File: src/rtl/mod_cu.sv
// mod_cu: control unit for the repeated-subtraction modulo datapath.
// Drives operand select and temp write enable, and counts subtractions as the quotient.
module mod_cu #(
    parameter int            QW       = 32,
    parameter logic [QW-1:0] MAX_ITER = {QW{1'b1}}
) (
    input  logic          CLK,
    input  logic          RST_N,
    input  logic          start,
    input  logic          x,
    output logic          s,
    output logic          we,
    output logic          busy,
    output logic          done,
    output logic          a_lt_b,
    output logic          err,
    output logic [QW-1:0] quot
);
    typedef enum logic [1:0] {IDLE, SUB0, LOOP, DONE} state_t;
    state_t r_state;
    logic   r_err;
    always_ff @(posedge CLK or negedge RST_N)
        if (!RST_N) begin
            r_state <= IDLE;
            quot    <= '0;
            a_lt_b  <= 1'b0;
            r_err   <= 1'b0;
        end else
            case (r_state)
                IDLE: if (start) begin
                    r_state <= SUB0;
                    quot    <= '0;
                    a_lt_b  <= 1'b0;
                    r_err   <= 1'b0;
                end
                SUB0: if (x) begin
                    r_state <= DONE;
                    a_lt_b  <= 1'b1;
                end else begin
                    r_state <= LOOP;
                    quot    <= QW'(1);
                end
                // the limit check precedes the increment so quot never wraps
                LOOP: if (x) r_state <= DONE;
                      else if (quot == MAX_ITER) begin
                          r_state <= DONE;
                          r_err   <= 1'b1;
                      end else quot <= quot + QW'(1);
                DONE: r_state <= IDLE;
            endcase
    always_comb begin
        s    = (r_state == LOOP) || (r_state == DONE);
        busy = (r_state == SUB0) || (r_state == LOOP);
        we   = busy && !x;
        done = r_state == DONE;
        err  = done && r_err;
    end
endmodule

File: config.mk
export PLATFORM = sky130hd
export DESIGN_NAME = mod_cu
export DESIGN_NICKNAME = d
export VERILOG_FILES = /design/src/rtl/mod_cu.sv
export SDC_FILE = /design/constraint.sdc
export NUM_CORES = 1
export LEC_CHECK = 0
export CORE_ASPECT_RATIO = 1.75
export CORE_MARGIN = 3
export CORE_UTILIZATION = 57
export DETAILED_ROUTE_END_ITERATION = 8
export PLACE_DENSITY = 0.88
export SYNTH_ARGS = -nofsm -noshare
export SYNTH_HDL_FRONTEND = slang
export SYNTH_SLANG_ARGS = --single-unit
File: constraint.sdc
create_clock -name CLK -period 3.55 [get_ports CLK]
set_clock_uncertainty 0.1 [all_clocks]
set_input_delay 0.71 -clock CLK [delete_from_list [all_inputs] [get_ports CLK]]
set_output_delay 0.71 -clock CLK [all_outputs]
set_load 0.01 [all_outputs]
## Word level (Yosys, flattened, before mapping)

Index checks and enable logic that the tools add are counted.

- Equality and inequality tests: 11
- $lt $le $gt $ge: 0
- Div/mod/pow operators: 0
- $add $sub $neg: 1
- Shift operators: 0
- Muxes and demuxes: 16
- Reduce and logical (&&, ||, !) cells: 13
- Bitwise logic cells: 0
- $mul: 0

Operator list:

| kind | number |
|---|---|
| two-way mux 32 bit | 4 |
| case mux 32 bit (3 select lines) | 1 |
| adder 32 x 1 -> 32 bit (second input constant) | 1 |
| equality test 32 bit (second input constant) | 1 |
| inequality test 2 bit (second input constant) | 6 |
| case mux 2 bit (4 select lines) | 1 |
| two-way mux 2 bit | 3 |
| two-way mux 1 bit | 5 |
| AND reduction 5 bit | 1 |
| equality test 2 bit (second input constant) | 2 |
| case mux 1 bit (2 select lines) | 2 |
| AND reduction 4 bit | 1 |
| nonzero test 2 bit | 2 |
| inequality test 3 bit (second input constant) | 1 |
| AND reduction 3 bit | 1 |
| nonzero test 3 bit | 1 |
| equality test 2 x 1 -> 1 bit (second input constant) | 1 |
| logical AND 1 bit | 2 |
| logical NOT 2 bit | 1 |
| logical OR 1 bit | 2 |
| AND reduction 2 bit | 1 |
| logical NOT 1 bit | 1 |

- Flip-flop bits (word level): 36
- Memories kept: 0
- Memory bits (read-only): 0
- Input bits: 4
- Bits in latches: 0
- Output and inout port bits: 38
- RAM bits: 0
- Logic and storage cells: 45

## Logic depth before layout (Yosys ltp)

- Word-level depth: 4
- Depth in mapped cells: 8
- Mapped depth without buffers: 7

## Worst setup path before layout

No wires, ideal clock.

- Kind: reg2reg
- Start: register quot[0]
- End: register quot[25]
- Path buffers: 1
- Data required time: 3.368 ns
- Setup slack: 1.343 ns
- Setup time: 0.082 ns
- Cell stages (with the launch flop): 8
- Data arrival time: 2.024 ns
- Period minus slack after synthesis: 2.207 ns
- Cell sequence: dfrtp_1 -> ha_1 -> nand4_1 -> or4_4 -> nor4_4 -> nor2_2 -> buf_2 -> a31oi_1

- Word-level cells in the longest chain between the ends: 4
- Elaborated cells between the ends (all ways): 7
- Those cells by class: 1 x add/sub; 2 x eq/ne; 3 x mux; 1 x reduce/logical

Ends and longest elaborated chain:

| what | RTL line | text |
|---|---|---|
| start: declaration | 17 | `output logic [QW-1:0] quot` |
| start signal: assignment | 48 | `end else quot <= quot + QW'(1);` |
| adder 32 x 1 -> 32 bit | 48 |  |
| two-way mux 32 bit | 45 | `else if (quot == MAX_ITER) begin` |
| two-way mux 32 bit | 44 | `LOOP: if (x) r_state <= DONE;` |
| case mux 32 bit (3 select lines) | 29 | `case (r_state)` |

Parallel ways exist; a longest one is shown, timed or not. The select of a mux whose other input is x is not followed.
A chain may end at the register's enable or synchronous reset.

## Worst setup path in the final report

- Start: register r_state[0]
- End: output port we

- Word-level cells in the longest chain between the ends: 3
- Elaborated cells between the ends (all ways): 4
- Those cells by class: 2 x eq/ne; 2 x reduce/logical

Ends and longest elaborated chain:

| what | RTL line | text |
|---|---|---|
| start: declaration | 20 | `state_t r_state;` |
| start signal: assignment | 24 | `r_state <= IDLE;` |
| start signal: assignment | 31 | `r_state <= SUB0;` |
| start signal: assignment | 37 | `r_state <= DONE;` |
| equality test 2 x 1 -> 1 bit or equality test 2 bit (tied branches) | 53 | `busy = (r_state == SUB0) \|\| (r_state == LOOP);` |
| logical OR 1 bit * | 53 |  |
| logical AND 1 bit * | 54 | `we = busy && !x;` |
| end: declaration | 12 | `output logic we,` |

Every way passes the cells marked *; elsewhere a longest branch is shown, timed or not.

==> impl_metrics.yaml <==
cells_and_area:
  fin_util: 0.734
  area_growth_pct: 23.9
  diodes: 0
  drive_gt1_frac: 0.0752
  final_nets: 315
  design_area_um2: 2870
sta:
  setup_tns_ps: 0
  fin_crit_sh: 0.774
  maxSlewViolCount: 0
  min_period_ps: 2750
  slew_headroom: 0.451
  finalSetupViolCount: 0
  rsz0062_at_grt: "no"
  finalHoldViolCount: 0
  worst_pin_slew_ps: 816
  fmax_mhz: 364
setup_path:
  worstSetupPathType: "flip-flop to primary output"
  path_max_fanout: 6
  cp_data_arrival_time_ps: 1940
  startpoint_type: "flip-flop"
  slowest_delay_ps: 550
  cp_cell_sequence: "inv_1, ha_1, nor2b_1, clkdlybuf4s50_1"
  critPathBufInv: 2
  path_delay_family: "buffers and inverters"
  cp-end-kind: "primary output"
  reg2regPathDepth: 7
  required_ps: 2740
  reg2reg_setup_slack_ps: 820
  slowest_stage: "clkdlybuf4s50_1"
  crit-reg2reg-launch: "quot[0]$_DFFE_PN0P_"
  r2r-end: "quot[13]$_DFFE_PN0P_"
placed_design:
  globalplace.congestion: 0.910
  postPlaceCellArea_um2: 2790
  dpl.hpwl_mm: 4.77
  portBuffers: 41
synth:
  netlist_area_um2: 2310
  synth_nets: 273
  yosysMostFrequentCell: "dfrtp_1"
  ys_async_sr_fraction: 1.00
  syn_avg_cell_area_um2: 8.76
  netlist_instances: 264
  synth.distinct_cells: 43
  ys.flop_type: "dfrtp_1"
  yosys-top-cells-count: "dfrtp_1 (36), a31oi_1 (28), a21oi_1 (21), nand2_1 (17), nand3_1 (15)"
  seq_area_frac_synth: 0.390
  yosysTopAreaCellShare: 0.390
  synth-seq-cells: 36
  yosys.area.top_type: "dfrtp_1"
  synth.area.top_cells: "dfrtp_1 (39%), a31oi_1 (7.6%), a21oi_1 (4.5%)"
  ys_warn_count: 0
  synth_edf_count: 0
die:
  die-area_um2: 4890
  die_w_um: 54.1
  ios: 42
  core-area_um2: 3900
  start_util: 0.592
  core.rowCount: 30
  die_y_um: 90.3
global_routing:
  grt_max_degree: 37
  grt_pass1_wl_mm: 10.8
  antenna_found_initial: 0
  track_usage: 0.291
  grt_overflow: 0
  grt_pass1_vias: 2343
pwr:
  finalPower_mw: 1.40
  power_density_nw_per_um2: 488
  vdd_drop_max_v: 0.000530
  p_leak_nw: 1.16
clock_tree:
  cts_buffer_depth: 2
  htreeDepth: 2
  cts-buffers-inserted: 5
  clock-sinks: 36
  cts_resized: 0
  clk_pin_slew_worst_paths_ps: 70
  ctsRootBufferMaster: "clkbuf_8"
  cts_tree: "done"
  postCtsSetupRepairBufs: 0
  clock_latency_ps: 300
  postCtsHoldBufs: 0
detailed_routing:
  wl_per_cell_um: 18.8
  finalWirelength_mm: 6.66
  drc: 0
  ant_nets: 0
  via_count: 2441
  drt_iter0_markers: 107
  drt_first_pass_iters: 6
  viasPerCell: 6.90
run_status:
  status: "complete, no violations"
hold_path:
  hold_class: "flip-flop to flip-flop"
  hold_end: "r_err$_DFFE_PN0P_"
  hp-start: "r_err$_DFFE_PN0P_"
  holdPathStages: 2
job:
  cap_violations: 0
## state kept, by name, summed over array words and instances, names as in the netlist
register,count
a_lt_b,1
quot,32
r_err,1
r_state,2
## metrics by stage
stage                     instances  hold WS, ps  setup slack [ps]
after floorplan                 264          314              1340
after global placement          347          447               861
after detailed placement        347          452               797
after CTS                       354          463               813
after global routing            354          480               609
final                           354          464               803
## layout by cell type (no fill, tap or decap), drive strengths merged, types with 2 or more instances in the layout
master,count
and2,4
nand3,15
and4,6
o41ai,2
and3,11
nor2,8
nor4,8
nand4,15
nor3,7
a21oi,21
clkdlybuf4s50,41
a31oi,28
o21a,5
inv,6
nand2,17
or4,3
o21ai,13
mux2i,3
o211ai,2
buf,9
nand2b,7
ha,5
o31ai,8
clkbuf,6
a21o,2
a41oi,4
dfrtp,36
nor2b,5
## worst register-to-register path, delay by kind of cell, from the launching register on
kind,cells,cell delay (ps)
and+or+nand+nor,3,1120
DFF,1,470
buffers and inverters,1,350
adders and majority gates,1,280
AOI/OAI and AO/OA,2,270
## area by class of cell
cell class              count  area, µm²
clock buffers               6       72.6
clock inverters             1       5.00
well taps                  48       60.1
multi-input cells         207       1330
fillers                   303       1040
flip-flops and latches     36        901
inverters                   6       22.5
repair buffers             50        478
## how the worst max path moves through the flow
stage | start | to | slack (ps) | cells past startpoint
2_1_floorplan | quot[0]$_DFFE_PN0P_ | quot[25]$_DFFE_PN0P_ | 1340 | 7
3_3_place_gp | start | quot[13]$_DFFE_PN0P_ | 860 | 7
3_5_place_dp | start | quot[13]$_DFFE_PN0P_ | 800 | 7
4_1_cts | r_state[0]$_DFFE_PN0P_ | we | 810 | 4
5_1_grt | quot[0]$_DFFE_PN0P_ | quot[13]$_DFFE_PN0P_ | 610 | 7
6_report | r_state[0]$_DFFE_PN0P_ | we | 800 | 4
## routing by layer
layer,routed length (µm),global-route usage
met5,0,0
met4,279,0.164
met3,438,0.0579
met2,3520,0.468
met1,2420,0.340
## cells by family (layout without fill, tap and decap cells)
group | after synthesis | after routing | synth area share
buf+inv | 21 | 63 | 0.0368
fa+ha+maj | 5 | 5 | 0.0271
simple gates | 108 | 108 | 0.282
compound gates | 90 | 90 | 0.247
mux | 4 | 4 | 0.0179
flops | 36 | 36 | 0.390
## report_power, final
group	internal (mW)	leakage [nW]	switching [mW]
clock network	0.133	0.0410	0.145
logic	0.257	0.628	0.392
registers	0.437	0.496	0.0349
Note: power is estimated with default switching activity, not from simulation.
